[src/rtl/seq_det_ctrl.sv]
// seq_det_ctrl: run-time programmable bit-serial Mealy sequence detector.
// Holds pattern/length/overlap/limit configuration, accepts bits through a
// valid/ready handshake, flags matches combinationally and counts them.
// Optional feature macro: SEQ_DET_CTRL_TIMEOUT_EN (input idle timeout).
module seq_det_ctrl #(
    parameter int               PAT_W   = 4,
    parameter int               LEN_W   = 3,
    parameter int               CNT_W   = 8,
    parameter logic [PAT_W-1:0] PAT_RST = 4'b1010,
    parameter int               TO_CYC  = 16
) (
    input  logic             clk,
    input  logic             reset,
    input  logic             cfg_we,
    input  logic [PAT_W-1:0] cfg_pattern,
    input  logic [LEN_W-1:0] cfg_len,
    input  logic             cfg_overlap,
    input  logic [CNT_W-1:0] cfg_limit,
    input  logic             start,
    input  logic             abort,
    input  logic             din,
    input  logic             din_valid,
    output logic             din_ready,
    output logic             detect,
    output logic [CNT_W-1:0] match_cnt,
    output logic             busy,
    output logic             done,
    output logic             timed_out,
    output logic             cfg_err
);

    localparam logic [1:0] ST_IDLE = 2'd0;
    localparam logic [1:0] ST_RUN  = 2'd1;
    localparam logic [1:0] ST_DONE = 2'd2;

    localparam logic [LEN_W-1:0] LEN_RST  = LEN_W'(4);
    localparam logic [LEN_W-1:0] FILL_MAX = LEN_W'(PAT_W);
    localparam logic [LEN_W:0]   LEN_MAX  = (LEN_W+1)'(PAT_W);

    // Parameter sanity: cfg_len must be able to express PAT_W, timeout nonzero.
    if ((1 << LEN_W) <= PAT_W || PAT_W < 2 || TO_CYC < 1) begin : g_param_chk
        $error("seq_det_ctrl: illegal parameter combination");
    end

    logic [1:0]       state;
    logic [PAT_W-1:0] pat;
    logic [LEN_W-1:0] len;
    logic             ovl;
    logic [CNT_W-1:0] limit;
    logic [PAT_W-2:0] hist;
    logic [LEN_W-1:0] fill;

    logic [PAT_W-1:0] window;
    logic [PAT_W-1:0] mask;
    logic [LEN_W:0]   fill_inc;
    logic [CNT_W:0]   cnt_inc;
    logic             len_ok;
    logic             cfg_ok;
    logic             accept;
    logic             match;
    logic             limit_hit;
    logic             to_hit;

    assign busy      = (state == ST_RUN);
    assign done      = (state == ST_DONE);
    assign din_ready = (state == ST_RUN) && !abort;
    assign accept    = din_valid && din_ready;
    assign window    = {hist, din};
    assign fill_inc  = {1'b0, fill} + 1'b1;
    assign cnt_inc   = {1'b0, match_cnt} + 1'b1;
    assign len_ok    = (cfg_len != '0) && ({1'b0, cfg_len} <= LEN_MAX);
    assign cfg_ok    = cfg_we && (state == ST_IDLE) && len_ok;

    // Compare mask selecting the low len bits of window and pattern.
    always_comb begin
        mask = '0;
        for (int unsigned i = 0; i < PAT_W; i++) begin
            mask[i] = (i < 32'(len));
        end
    end

    // Match decode: enough history collected and masked window equals pattern.
    always_comb begin
        match     = (fill_inc >= {1'b0, len}) && (((window ^ pat) & mask) == '0);
        limit_hit = match && (limit != '0) && (cnt_inc == {1'b0, limit});
    end

    assign detect = accept && match;

    // Configuration registers and reject pulse.
    always_ff @(posedge clk or negedge reset) begin
        if (!reset) begin
            pat     <= PAT_RST;
            len     <= LEN_RST;
            ovl     <= 1'b0;
            limit   <= '0;
            cfg_err <= 1'b0;
        end else begin
            cfg_err <= cfg_we && !cfg_ok;
            if (cfg_ok) begin
                pat   <= cfg_pattern;
                len   <= cfg_len;
                ovl   <= cfg_overlap;
                limit <= cfg_limit;
            end
        end
    end

`ifdef SEQ_DET_CTRL_TIMEOUT_EN
    localparam int TO_W = $clog2(TO_CYC + 1);
    logic [TO_W-1:0] to_cnt;

    // The counter only ever reaches TO_CYC-1; the idle cycle that would take it
    // to TO_CYC is the one that schedules DONE.
    assign to_hit = (to_cnt == TO_W'(TO_CYC - 1));

    // Idle-cycle counter and timeout status flag.
    always_ff @(posedge clk or negedge reset) begin
        if (!reset) begin
            to_cnt    <= '0;
            timed_out <= 1'b0;
        end else if (state == ST_IDLE) begin
            if (start) begin
                to_cnt    <= '0;
                timed_out <= 1'b0;
            end
        end else if (state == ST_RUN && !abort) begin
            if (accept) begin
                to_cnt <= '0;
            end else if (to_hit) begin
                timed_out <= 1'b1;
            end else begin
                to_cnt <= to_cnt + 1'b1;
            end
        end
    end
`else
    assign to_hit    = 1'b0;
    assign timed_out = 1'b0;
`endif

    // Run control, history shift register, fill count and match counter.
    always_ff @(posedge clk or negedge reset) begin
        if (!reset) begin
            state     <= ST_IDLE;
            hist      <= '0;
            fill      <= '0;
            match_cnt <= '0;
        end else begin
            case (state)
                ST_IDLE: begin
                    if (start) begin
                        hist      <= '0;
                        fill      <= '0;
                        match_cnt <= '0;
                        state     <= ST_RUN;
                    end
                end
                ST_RUN: begin
                    if (abort) begin
                        state <= ST_IDLE;
                    end else if (accept) begin
                        if (match && !ovl) begin
                            hist <= '0;
                            fill <= '0;
                        end else begin
                            hist <= window[PAT_W-2:0];
                            if (fill != FILL_MAX) begin
                                fill <= fill_inc[LEN_W-1:0];
                            end
                        end
                        if (match && match_cnt != '1) begin
                            match_cnt <= cnt_inc[CNT_W-1:0];
                        end
                        if (limit_hit) begin
                            state <= ST_DONE;
                        end
                    end else if (to_hit) begin
                        state <= ST_DONE;
                    end
                end
                ST_DONE: begin
                    state <= ST_IDLE;
                end
                default: begin
                    state <= ST_IDLE;
                end
            endcase
        end
    end

endmodule

[config.mk]
export PLATFORM = sky130hd
export DESIGN_NAME = seq_det_ctrl
export DESIGN_NICKNAME = d
export VERILOG_FILES = /design/src/rtl/seq_det_ctrl.sv
export SDC_FILE = /design/constraint.sdc
export NUM_CORES = 1
export LEC_CHECK = 0
export BUFFER_PORTS_ARGS = -buffer_cell sky130_fd_sc_hd__buf_4
export CORE_ASPECT_RATIO = 0.75
export CORE_MARGIN = 2
export CORE_UTILIZATION = 55
export CTS_BUF_LIST = sky130_fd_sc_hd__clkbuf_2 sky130_fd_sc_hd__clkbuf_4 sky130_fd_sc_hd__clkbuf_8
export CTS_CLUSTER_DIAMETER = 60
export DETAILED_ROUTE_END_ITERATION = 8
export HOLD_SLACK_MARGIN = 0.1
export PLACE_DENSITY_LB_ADDON = 0.25
export SLEW_MARGIN = 40
export SYNTH_ARGS = -nofsm -noshare
export SYNTH_HDL_FRONTEND = slang
export SYNTH_SLANG_ARGS = --single-unit
[constraint.sdc]
create_clock -name clk -period 3.4 [get_ports clk]
set_input_delay 0.17 -clock clk [delete_from_list [all_inputs] [get_ports clk]]
set_output_delay 0.17 -clock clk [all_outputs]
set_load 0.01 [all_outputs]
Word level (Yosys, flattened, before mapping)
Cells that the tools add are included.
{"block": "totals", "inputBits": 23, "word_cells": 75, "ff_bits": 33}
{"block": "op_classes", "n_reduce_logical": 24, "muxes": 20, "n_bitwise": 2, "order_cmp": 6, "n_eq_ne": 12, "addsub": 2}
{"op": "$mux W8", "count": 4}
{"op": "$mux W3", "count": 8}
{"op": "$pmux W8 S2", "count": 1}
{"op": "$logic_and A1 B1 Y1", "count": 12}
{"op": "$pmux W3 S2", "count": 2}
{"op": "$reduce_and A5 Y1", "count": 2}
{"op": "$add A8 B1 Y9 const B", "count": 1}
{"op": "$eq A9 B8 Y1", "count": 1}
{"op": "$mux W2", "count": 4}
{"op": "$ne A8 B8 Y1 const B", "count": 1}
{"op": "$reduce_bool A8 Y1", "count": 1}
{"op": "$lt A1 B3 Y1 const A", "count": 2}
{"op": "$lt A2 B3 Y1 const A", "count": 2}
{"op": "$ne A3 B2 Y1 const B", "count": 2}
{"op": "$add A3 B1 Y4 const B", "count": 1}
{"op": "$and A4 B4 Y4", "count": 1}
{"op": "$ge A4 B3 Y1", "count": 1}
{"op": "$logic_not A4 Y1", "count": 1}
{"op": "$ne A2 B1 Y1 const B", "count": 2}
{"op": "$ne A2 B2 Y1 const B", "count": 2}
{"op": "$pmux W2 S2", "count": 1}
{"op": "$reduce_and A4 Y1", "count": 1}
{"op": "$xor A4 B4 Y4", "count": 1}
{"op": "$le A3 B3 Y1 const B", "count": 1}
{"op": "9 further kinds", "count": 11}

Depth between registers and ports, before layout
{"block": "logic_depth", "depth_word": 10, "ltp_mapped": 9}

Worst setup path before layout
Ideal clock, no wire load.
{"block": "synth_path", "kind": "register to register", "startpoint": "register fill[0]", "endpoint": "register match_cnt[0]", "stages_incl_launch_ff": 10, "path_buffers": 0, "path_slack_ps": 1065, "setup_ps": 128, "synth_period_minus_slack_ps": 2335, "arrival_time_ps": 2207, "required_ps": 3272, "path_cell_list": "dfrtp_1 > ha_1 > xor2_1 > ha_1 > o21ai_0 > o21ai_0 > nand4_1 > a31oi_4 > o21a_2 > mux2_1"}
{"block": "synth_via", "elab_chain_len": 6}
{"element": "start: declaration", "line_no": "51", "text": "logic [LEN_W-1:0] fill;"}
{"element": "start signal: assignment", "line_no": "169", "text": "fill <= fill_inc[LEN_W-1:0];"}
{"element": "$add A3 B1 Y4", "line_no": "69", "text": "assign fill_inc = {1'b0, fill} + 1'b1;"}
{"element": "$ge A4 B3 Y1", "line_no": "84", "text": "match = (fill_inc >= {1'b0, len}) && (((window ^ pat) & mask) == '0);"}
{"element": "$logic_and A1 B1 Y1", "line_no": "84"}
{"element": "$logic_and A1 B1 Y1", "line_no": "172", "text": "if (match && match_cnt != '1) begin"}
{"element": "$ne A2 B1 Y1 (no line)"}
{"element": "$reduce_and A5 Y1 (no line)"}
{"element": "end signal: assignment", "line_no": "173", "text": "match_cnt <= cnt_inc[CNT_W-1:0];"}
{"element": "end: declaration", "line_no": "25", "text": "output logic [CNT_W-1:0] match_cnt,"}
No other way between the ends.
A chain may end at the register's enable or synchronous reset.

Worst setup path in the final report
Ends and elaborated chain as after synthesis.

==> results_dict.tcl <==
set metrics [dict create \
    status "finished clean" \
    ys_top_cells_by_area "dfrtp_1 (40%), mux2_2 (9.6%), dfstp_2 (4.2%)" \
    synthFlopType "dfrtp_1" \
    worst_ir_drop_vdd_v 0.000406 \
    yosys.area_share.simple_pct 17.4 \
    dr_total_vias 1636 \
    rrSetupSlack_ns 0.82 \
    p_leak_nw 1.05 \
    seq_power_share_pct 40.2 \
    fin_nets 256 \
    min_from "cfg_pattern[3]" \
    min_period_over_period_pct 75.8 \
    synth-edff-count 0 \
    cts_buffers 5 \
    place_hpwl_mm 3.41 \
    synth-seq-cells 33 \
    globalplace.congestion 0.952 \
    diodes 0 \
    grt_pass1_vias 1437 \
    setup_viol 0 \
    die_w_um 71.6 \
    yosysSeqAreaShare_pct 44.1 \
    cts-root-buf "clkbuf_8" \
    worst_clock_skew_ns 0.00496 \
    cp.arrival_ns 2.75 \
    slowest_delay_ns 0.42 \
    finalNonFillerCells 268 \
    p_clk_share_pct 24.8 \
    synth-xor-area-share_pct 6.98 \
    port_buffers 35 \
    htreeDepth 2 \
    area_delta_synth_final_pct 23.3 \
    maxCapViolCount 0 \
    drt_first_pass_iters 4 \
    use_met1_pct 36.9 \
    crit_chain "ha_1 > xor2_1 > ha_1 > o21ai_0 > o21ai_0 > nand4_1 > a31oi_4 > o21a_2 > mux2_1" \
    crit_path_start_kind "register" \
    slew_headroom_pct 49.0 \
    reg2reg_from "fill[0]$_DFFE_PN0P_" \
    yosysWarnings 0 \
    worstSkewPairLatency_ns 0.29 \
    hp-class "in -> reg" \
    yosys.area.top_type "dfrtp_1" \
    grt_pass1_wl_mm 7.22 \
    post_drt_via_cell_ratio 6.10 \
    p_int_mw 1.02 \
    synth_top_family_by_area "simple AND/OR/NAND/NOR gates" \
    grt_start_max_net_pins 34 \
    cp-startpoint "fill[0]$_DFFE_PN0P_" \
    clock_path_buffers 2 \
    cts_tree "yes" \
    drtIter0Drc 212 \
    finalCriticalPeriod_ns 2.58 \
    synthesis.area_sq_um 1880 \
    core-area_sq_um 3290 \
    worst_slew_pin_slew_ns 0.763 \
    combPwrFrac_pct 35.0 \
    drv_slew 0 \
    switching_power_mw 0.565 \
    wirelength_mm 4.57 \
    power.total_mw 1.58 \
    synthMuxAreaShare_pct 10.7 \
    slowest_stage "dfrtp_1" \
    use_met3_pct 6.63 \
    ant_nets 0 \
    pin_count 37 \
    dpl.cell_count 257 \
    synth_nets 216 \
    wire_per_inst_um 17.1 \
    synth.distinct_cells 44 \
    path_class "reg -> reg" \
    crit_path_max_fanout 8 \
    grt_use_met2_pct 35.8 \
    cts_setup_buffers 0 \
    netlist_instances 187 \
    worst_setup_path_end_kind "register" \
    grt_antenna_before_repair 0 \
    fmax_mhz 388 \
    start_util_pct 57.3 \
    async_flop_share_pct 100 \
    grt_setup_unrepaired "false" \
    power.density_nw_per_um2 682 \
    die_area_sq_um 3910 \
    clk_pin_slew_ns 0.07 \
    finalSetupTns_ns 0 \
    synth-adder-area-share_pct 3.99 \
    switching_share_pct 35.7 \
    grt_usage_pct 25.4 \
    drive_above_1_share_pct 29.8 \
    avgSynthCellArea_sq_um 10.1 \
    fin_util_pct 70.6 \
    synth_compound_area_share_pct 14.0 \
    overflow 0 \
    grt.busiest_layer "met1" \
    yosysTopAreaCellShare_pct 39.9 \
    numClockSinks 33 \
    final_common_cell "buf_4" \
    mostFrequentLayoutCells "buf_4 (35), dfrtp_1 (30), mux2_2 (16)" \
    die_h_um 54.7 \
    hold_viol 0 \
    drcViolationCount 0 \
    cp.required_ns 3.58 \
    rows 18 \
]
-- cell type report --
class                   instances  area, sq um
repair buffers                 38          293
multi-input cells             142         1000
well taps                      40         50.0
flip-flops and latches         33          830
inverters                       7         26.3
clock buffers                   6         82.6
fillers                       265          967
clock inverters                 2         37.5
-- synthesized netlist by cell type, types with 2 or more instances --
library cell  instances
a21oi_1               8
a31oi_1               7
a41oi_1               2
and3_1                3
buf_2                 2
clkbuf_1              2
dfrtp_1              30
dfstp_2               3
ha_1                  6
inv_1                 6
mux2_2               16
nand2_1              15
nand2b_1              2
nand3_1               9
nand4_1               4
nor2_1               10
nor2b_1               3
nor3_1                5
nor3b_1               3
nor4_1                3
o21a_1                3
o21ai_0               4
o21ai_1               6
o31ai_1               2
xnor2_1               8
xor2_1                7
-- cells by family (layout without fill, tap and decap cells) --
| family | after synthesis | in the layout |
|---|---|---|
| buf+inv | 12 | 53 |
| other cells | 1 | 1 |
| fa+ha+maj | 6 | 6 |
| simple gates | 63 | 63 |
| compound gates | 39 | 39 |
| mux | 18 | 18 |
| xor+xnor | 15 | 15 |
| flops | 33 | 33 |
-- through the flow --
step | instance area (sq um) | setup slack [ns] | hold slack [ns]
floorplan | 1880 | 1.07 | -0.126
global placement | 2170 | 0.956 | 0.125
detailed placement | 2170 | 0.865 | 0.136
CTS | 2310 | 0.855 | 0.100
global route | 2320 | 0.655 | 0.104
finish | 2320 | 0.823 | 0.106
-- path summary, 6_finish.rpt --
| path | to | cells after the start |
|---|---|---|
| max | match_cnt[0]$_DFFE_PN0P_ | 9 |
| min | pat[3]$_DFFE_PN1P_ | 2 |
| max reg2reg | match_cnt[0]$_DFFE_PN0P_ | 9 |
| min reg2reg | hist[2]$_DFFE_PN0P_ | 2 |
| max in group asynchronous | len[2]$_DFFE_PN1P_ | 2 |
| min in group asynchronous | limit[3]$_DFFE_PN0P_ | 2 |
-- state kept, by name (all words and copies together), names as in the netlist --
name       cells
cfg_err        1
fill           3
hist           3
len            3
limit          8
match_cnt      8
ovl            1
pat            4
state          2
-- per-layer routing --
| metal | vias to the layer above | wire length [um] |
|---|---|---|
| met3 | 11 | 419 |
| li1 | 756 | - |
| met5 | - | 0 |
| met4 | 0 | 91 |
| met2 | 70 | 2050 |
| met1 | 799 | 2020 |
-- power by group through the flow --
stage,Sequential [mW],Clock [mW],Combinational [mW]
floorplan,0.609,0,0.397
finish,0.637,0.392,0.553
detailed placement,0.644,0,0.545
global placement,0.634,0,0.512
CTS,0.635,0.395,0.552
global route,0.654,0.413,0.614
-- critical path: cells and delay by family, from the launching register on --
family | cells | cell delay (ns)
fa+ha+maj | 2 | 0.54
mux | 1 | 0.33
flops | 1 | 0.42
xor+xnor | 1 | 0.16
compound gates | 4 | 0.80
simple gates | 1 | 0.22
-- timing repair --
item | CTS | global route
resized for setup | 0 | 0
endpoints found under the hold margin | 31 | 1
hold buffers | 2 | 1
setup endpoints to repair | 0 | 0
(Power assumes the default switching activity.)
